--- config.mk ---
export PLATFORM = sky130hd
export DESIGN_NAME = mem_responder
export DESIGN_NICKNAME = d
export VERILOG_FILES = /design/src/rtl/mem_responder_pkg.sv /design/src/rtl/mem_responder.sv
export SDC_FILE = /design/constraint.sdc
export NUM_CORES = 1
export LEC_CHECK = 0
export CAP_MARGIN = 20
export CORE_UTILIZATION = 37
export DETAILED_ROUTE_END_ITERATION = 8
export GPL_TIMING_DRIVEN = 0
export PLACE_DENSITY = 0.92
export SLEW_MARGIN = 10
export SYNTH_ARGS = -nofsm -noshare
export SYNTH_HDL_FRONTEND = slang
export SYNTH_SLANG_ARGS = --single-unit
--- constraint.sdc ---
create_clock -name i_clk -period 2.5 [get_ports i_clk]
set_input_delay 0.25 -clock i_clk [delete_from_list [all_inputs] [get_ports i_clk]]
set_output_delay 0.25 -clock i_clk [all_outputs]
set_load 0.02 [all_outputs]
--- src/rtl/mem_responder_pkg.sv ---
// Shared widths and FSM state encoding for the data-memory responder and its SRAM wrapper.
package mem_responder_pkg;

  localparam int CFG_RW         = 16;
  localparam int CFG_ADDR_BYTES = 2;
  localparam int DMEM_AW        = 10;
  localparam int WAIT_CNT_W     = 4;

  typedef enum logic [2:0] {
    ST_IDLE   = 3'd0,
    ST_WAIT   = 3'd1,
    ST_ACCESS = 3'd2,
    ST_ACK    = 3'd3,
    ST_EXC    = 3'd4
  } state_e;

endpackage

--- src/rtl/mem_responder.sv ---
// Responder end of the core data-memory port: decodes a request, optionally waits,
// performs one SRAM cycle and answers with a single ack or exception pulse.
module mem_responder
  import mem_responder_pkg::*;
#(
  parameter int RW          = CFG_RW,
  parameter int ADDR_BYTES  = CFG_ADDR_BYTES,
  parameter int SRAM_AW     = DMEM_AW,
  parameter int WAIT_STATES = 0
) (
  input  logic                  i_clk,
  input  logic                  i_rst,
  input  logic                  i_mem_req,
  input  logic [RW-1:0]         i_mem_addr,
  input  logic [7:0]            i_mem_addr_high,
  input  logic                  i_mem_long,
  input  logic                  i_mem_we,
  input  logic [RW-1:0]         i_mem_data,
  input  logic [ADDR_BYTES-1:0] i_mem_sel,
  output logic                  o_mem_ack,
  output logic [RW-1:0]         o_mem_data,
  output logic                  o_mem_exception,
  output logic                  o_sram_en,
  output logic                  o_sram_we,
  output logic [ADDR_BYTES-1:0] o_sram_wmask,
  output logic [SRAM_AW-1:0]    o_sram_addr,
  output logic [RW-1:0]         o_sram_wdata,
  input  logic [RW-1:0]         i_sram_rdata
);

  localparam logic [WAIT_CNT_W-1:0] WAIT_INIT =
    (WAIT_STATES > 0) ? WAIT_CNT_W'(WAIT_STATES - 1) : '0;

  state_e                  state_q;
  logic [WAIT_CNT_W-1:0]   wait_cnt_q;
  logic [SRAM_AW-1:0]      addr_q;
  logic [RW-1:0]           wdata_q;
  logic                    we_q;
  logic [ADDR_BYTES-1:0]   sel_q;
  logic                    ack_q;
  logic                    exc_q;
  logic                    sram_en_q;
  logic                    decode_err;

  // Anything outside the SRAM window, including any non-zero high byte on a long access.
  assign decode_err = (i_mem_long && (i_mem_addr_high != 8'h00)) ||
                      ((i_mem_addr >> SRAM_AW) != '0);

  always_ff @(posedge i_clk or negedge i_rst) begin
    if (!i_rst) begin
      state_q    <= ST_IDLE;
      wait_cnt_q <= '0;
      addr_q     <= '0;
      wdata_q    <= '0;
      we_q       <= 1'b0;
      sel_q      <= '0;
      ack_q      <= 1'b0;
      exc_q      <= 1'b0;
      sram_en_q  <= 1'b0;
    end else begin
      ack_q     <= 1'b0;
      exc_q     <= 1'b0;
      sram_en_q <= 1'b0;
      case (state_q)
        ST_IDLE: begin
          if (i_mem_req) begin
            if (decode_err) begin
              state_q <= ST_EXC;
              exc_q   <= 1'b1;
            end else begin
              addr_q  <= i_mem_addr[SRAM_AW-1:0];
              wdata_q <= i_mem_data;
              we_q    <= i_mem_we;
              sel_q   <= i_mem_sel;
              if (WAIT_STATES == 0) begin
                state_q   <= ST_ACCESS;
                sram_en_q <= 1'b1;
              end else begin
                state_q    <= ST_WAIT;
                wait_cnt_q <= WAIT_INIT;
              end
            end
          end
        end
        ST_WAIT: begin
          if (wait_cnt_q == '0) begin
            state_q   <= ST_ACCESS;
            sram_en_q <= 1'b1;
          end else begin
            wait_cnt_q <= wait_cnt_q - 1'b1;
          end
        end
        ST_ACCESS: begin
          state_q <= ST_ACK;
          ack_q   <= 1'b1;
        end
        ST_ACK:  state_q <= ST_IDLE;
        ST_EXC:  state_q <= ST_IDLE;
        default: state_q <= ST_IDLE;
      endcase
    end
  end

  assign o_mem_ack       = ack_q;
  assign o_mem_exception = exc_q;
  assign o_sram_en       = sram_en_q;
  assign o_sram_we       = sram_en_q & we_q;
  assign o_sram_wmask    = sram_en_q ? sel_q : '0;
  assign o_sram_addr     = addr_q;
  assign o_sram_wdata    = wdata_q;
  // SRAM data arrives the cycle after en, which is exactly the ack cycle.
  assign o_mem_data      = (ack_q && !we_q) ? i_sram_rdata : '0;

endmodule

# Yosys cells after proc, flatten, opt, wreduce, memory -nomap -nowiden
# Index checks and enable logic that the tools add are counted.
[op_classes]
addsub = 1
eq_ne = 4
muxes = 14
n_bitwise = 3
n_reduce_logical = 11
[op_table]
columns = ["operator", "count"]
rows = [
  ["$mux 16", 1],
  ["$reduce_bool 16->1", 1],
  ["$mux 3", 3],
  ["$pmux 3 s3", 1],
  ["$reduce_bool 8->1", 1],
  ["$mux 1", 7],
  ["$logic_not 4->1", 1],
  ["$ne 2x2->1 const B", 2],
  ["$reduce_and 2->1", 2],
  ["$sub 4x1->4 const B", 1],
  ["$eq 3x1->1 const B", 1],
  ["$eq 3x2->1 const B", 1],
  ["$logic_not 3->1", 1],
  ["$reduce_and 3->1", 1],
  ["$logic_and 1x1->1", 2],
  ["$mux 2", 1],
  ["$not 1->1", 2],
  ["$pmux 1 s2", 1],
  ["$and 1x1->1", 1],
  ["$logic_not 1->1", 1],
  ["$logic_or 1x1->1", 1],
]
[word_totals]
reg_bits = 39
input_bits = 63
out_inout_bits = 48

# Logic depth before layout (Yosys ltp)
[depth]
word_depth = 6
depth_mapped = 6

# Least setup slack after synthesis
# OpenSTA, ideal clock, no wires.
[synth_timing]
path_type = "register to register"
from = "register state_q[0]"
to = "register addr_q[0], in the netlist o_sram_addr[0]"
t_arrival_ps = 1638
path_slack_ps = 736
path_stages_with_launch = 6
path_buffers = 1
path_cell_list = "dfrtp_1 nand2b_4 or3_4 nor3_4 buf_6 mux2_4"
[synth_between]
elab_chain_cells = 2
[synth_rtl]
columns = ["element", "line", "text"]
rows = [
  ["start, declared", "mem_responder.sv:34", "state_e state_q;"],
  ["start signal, assigned", "mem_responder.sv:51", "state_q <= ST_IDLE;"],
  ["start signal, assigned", "mem_responder.sv:68", "state_q <= ST_EXC;"],
  ["start signal, assigned", "mem_responder.sv:76", "state_q <= ST_ACCESS;"],
  ["$logic_not 3->1", "mem_responder.sv:64", "case (state_q)"],
  ["$reduce_and 3->1 (no line)", "-", ""],
  ["end signal, assigned", "mem_responder.sv:71", "addr_q <= i_mem_addr[SRAM_AW-1:0];"],
  ["end, declared", "mem_responder.sv:36", "logic [SRAM_AW-1:0] addr_q;"],
]
# Every way passes these cells.
# A chain may end at the register's enable or synchronous reset.

# Worst setup path after layout
[layout_timing]
from = "register we_q"
to = "output port o_mem_data[7]"
[layout_between]
elab_chain_cells = 3
[layout_rtl]
columns = ["element", "line", "text"]
rows = [
  ["start, declared", "mem_responder.sv:38", "logic we_q;"],
  ["start signal, assigned", "mem_responder.sv:73", "we_q <= i_mem_we;"],
  ["$logic_not 1->1", "mem_responder.sv:112", "assign o_mem_data = (ack_q && !we_q) ? i_sram_rdata : '0;"],
  ["$logic_and 1x1->1", "mem_responder.sv:112", ""],
  ["$mux 16", "mem_responder.sv:112", ""],
  ["end, declared", "mem_responder.sv:21", "output logic [RW-1:0] o_mem_data,"],
]
# Every way passes these cells.

==> impl_table.tex <==
\begin{tabular}{lr}
\hline
Metric & Value \\
\hline
\multicolumn{2}{l}{\textbf{Die}} \\
\quad Initial Util & about 40\% \\
\quad Die Width & 71.7 um \\
\quad DIE AREA & 5140 sq um \\
\quad Number of placement rows & 24 \\
\quad Total I/O pin count & 111 \\
\quad Floorplan die height & 71.7 um \\
\quad Core outline area & around 4500 sq um \\
\multicolumn{2}{l}{\textbf{STA}} \\
\quad Final count of pins violating max slew & 0 \\
\quad Achievable frequency & roughly 440 MHz \\
\quad Pin slew with the least headroom to its limit & 0.755 ns \\
\quad Setup repair after global routing missed its margin & false \\
\quad Share of the clock period used by the worst path & 91.4\% \\
\quad Worst slew margin & 48.9\% \\
\quad Total count of hold-check failures in the final report & 0 \\
\quad Setup TNS & 0 ns \\
\quad Post-route clock skew & 0.00512 ns \\
\quad Final Critical Period & 2.29 ns \\
\quad Final count of negative-setup-slack endpoints & 0 \\
\multicolumn{2}{l}{\textbf{CTS}} \\
\quad CTS H-Tree Depth & 2 \\
\quad Clk sinks & 39 \\
\quad CTS root buffer & clkbuf\_8 \\
\quad CTS tree & yes \\
\quad Max Buffers Root-to-Sink & 2 \\
\quad Clock slew at the register clock pins of the worst setup and hold paths & roughly 0.07 ns \\
\quad Clock latency reported for the late side of the worst-skew pair & roughly 0.28 ns \\
\quad TritonCTS Buffers & 5 \\
\quad Total setup buffers inserted after CTS & 0 \\
\multicolumn{2}{l}{\textbf{Outcome}} \\
\quad Status & finished clean \\
\multicolumn{2}{l}{\textbf{Routing}} \\
\quad Number of antenna-violating nets in the routed design & 0 \\
\quad Number of DRC violations after detailed routing & 0 \\
\quad Detailed-routing iteration count for the pre-antenna-repair pass & 4 \\
\quad Iter 0 DRT Violations & 65 \\
\quad Uppermost layer routed & met4 \\
\quad Met2 Wirelength & approximately 2.5 mm \\
\quad Via Count & 1420 \\
\quad Mean number of vias per cell & 4.80 \\
\quad Aggregate routed wire length & 4.57 mm \\
\quad Routed met3 length & 341 um \\
\quad Wire length per cell after detailed routing & 15.4 um \\
\quad Met1 routed wirelength after detailed routing & roughly 1.7 mm \\
\multicolumn{2}{l}{\textbf{Worst setup path}} \\
\quad Largest stage delay on the critical path & 0.61 ns \\
\quad CP required & 2.25 ns \\
\quad CP startpoint kind & flip-flop \\
\quad Endpoint type of the worst setup path & output pin \\
\quad Critical path data arrival time & 2.04 ns \\
\quad CP max FO & 10 \\
\quad Worst path slowest cell & clkdlybuf4s50\_1 \\
\quad Classification of the worst setup path & reg2out \\
\quad Ordered cell list for the critical path & nor2b\_1 > clkbuf\_1 > and2\_1 > clkdlybuf4s50\_1 \\
\multicolumn{2}{l}{\textbf{Worst hold path}} \\
\quad Path category of the worst min-delay check & in2async \\
\multicolumn{2}{l}{\textbf{Global route}} \\
\quad Pin count of the biggest net entering global routing & 37 \\
\quad Antenna violations before repair & 0 \\
\quad Remaining global-route overflow & 0 \\
\quad Vias in the first global route & 1455 \\
\quad GRT Total Usage & a little under a fifth \\
\quad Wire length of the first global-routing pass & slightly below 7 mm \\
\multicolumn{2}{l}{\textbf{Yosys}} \\
\quad Mean Syn Cell Area & 14.2 sq um \\
\quad Cell count after synthesis & 126 \\
\quad YS warnings & 0 \\
\quad Net Count, Synth & 190 \\
\quad Post-synthesis cell area & 1800 sq um \\
\quad Number of register bits inferred by synthesis & 39 \\
\quad Count of different cell masters after synthesis & 25 \\
\quad Sequential cell area fraction in the yosys report & a little over half \\
\multicolumn{2}{l}{\textbf{Finish}} \\
\quad Area added between synthesis and finish & 70.4\% \\
\quad Fraction of final layout cells sized beyond drive strength 1 & between 15 and 20\% \\
\quad Most common library cell in the layout ignoring fill and taps & clkdlybuf4s50\_1 \\
\quad Commonest cells after routing, fill and taps aside & clkdlybuf4s50\_1, dfrtp\_1, mux2\_4, and2\_1 \\
\quad Final core utilization & about two thirds \\
\quad NumNets Final & 309 \\
\quad Diode insertion count for antenna repair & 0 \\
\multicolumn{2}{l}{\textbf{Power and ir drop}} \\
\quad Largest voltage drop on the vdd net & about 0.00028 V \\
\quad Total power density per cell area & approximately 580 nW/um\^{}2 \\
\quad Static leakage & 1.34 nW \\
\multicolumn{2}{l}{\textbf{Place}} \\
\quad Final weighted congestion of routability-driven global placement & 0.723 \\
\quad Half-perimeter wire length after detailed placement & 3.60 mm \\
\quad IO buf count & 110 \\
\multicolumn{2}{l}{\textbf{Job}} \\
\quad Max-cap check violation count & 0 \\
\hline
\end{tabular}
==> final timing paths <==
check,from,to,slack [ns],depth (start not counted)
min in group i_clk,sel_q[0],sel_q[0],0.51,1
setup / recovery,we_q,o_mem_data[7],0.21,4
hold reg to reg,sel_q[0],sel_q[0],0.51,1
max in group asynchronous,i_rst,state_q[2],1.77,3
hold / removal,i_rst,o_sram_wdata[14],0.33,2
setup reg to reg,state_q[0],sel_q[0],0.62,5
==> critical path: cells and delay by family, from the launching register on <==
family                 cells  cell delay, ns
DFF                        1            0.39
and+or+nand+nor            2            0.47
buffers and inverters      2            0.90
==> synth_stat cells (all sizes together) <==
library cell / instances / share of area (%)
o21ai: 2 / 0.56
and2: 19 / 6.6
nor3: 2 / 1.2
buf: 3 / 1.9
mux2: 29 / 24
a311o: 1 / 0.56
xor2: 1 / 0.49
or3: 1 / 0.63
nor2: 5 / 1.0
inv: 3 / 0.63
clkbuf: 1 / 0.21
xnor2: 1 / 0.49
nand3: 1 / 0.28
nor4: 5 / 1.7
dfrtp: 39 / 54
nor3b: 1 / 0.42
o21a: 1 / 0.42
ha: 1 / 0.70
nand2: 4 / 0.84
o311ai: 1 / 0.49
nand2b: 3 / 1.5
a21boi: 1 / 0.42
nor2b: 1 / 0.35
==> layout make-up <==
type	count	area, sq um
buffer	4	37.5
clock buffer	6	72.6
fill	320	1450
inverter	3	11.3
multi-input combinational	80	771
sequential	39	976
tap	52	65.1
timing repair buffer	112	1130
==> cells by family after synthesis <==
kind of cell / share of synthesized area [%]
XOR/XNOR: 0.976
flip-flops: 54.4
adder cells (fa/ha/maj): 0.697
AO/OA/AOI/OAI: 2.44
buffers and inverters: 2.72
AND/OR/NAND/NOR: 14.6
multiplexers: 24.3
==> per-stage QoR <==
step	hold WS, ns	setup WS (ns)	instance area (sq um)	power (mW)	std cells
floorplan	-0.0456	0.736	1800	1.07	126
CTS	0.305	0.181	3060	1.81	296
detailed placement	0.0760	0.356	2980	1.42	289
finish	0.331	0.215	3060	1.79	296
global route	0.341	0.0140	3060	1.87	296
global placement	0.485	0.245	2960	1.40	288
==> power by group <==
part,total [mW],switching [mW],internal (mW)
Combinational,0.642,0.271,0.371
Sequential,0.763,0.0521,0.711
Clock,0.380,0.195,0.186
==> routing by layer <==
metal	vias up	track usage, %
met5	-	0
li1	663	-
met1	685	18.9
met4	0	5.45
met3	7	5.20
met2	65	34.9
==> state kept, by name (all words and copies together), names as in the netlist <==
name / cells
we_q: 1
state_q: 3
sel_q: 2
o_sram_addr: 10
o_mem_exception: 1
wait_cnt_q: 4
o_sram_wdata: 16
o_sram_en: 1
o_mem_ack: 1
==> timing repair <==
action	CTS	global route
resized for setup	0	0
hold endpoints to repair	3	0
hold buffers	1	0
Power figures use the tool's default switching activity.
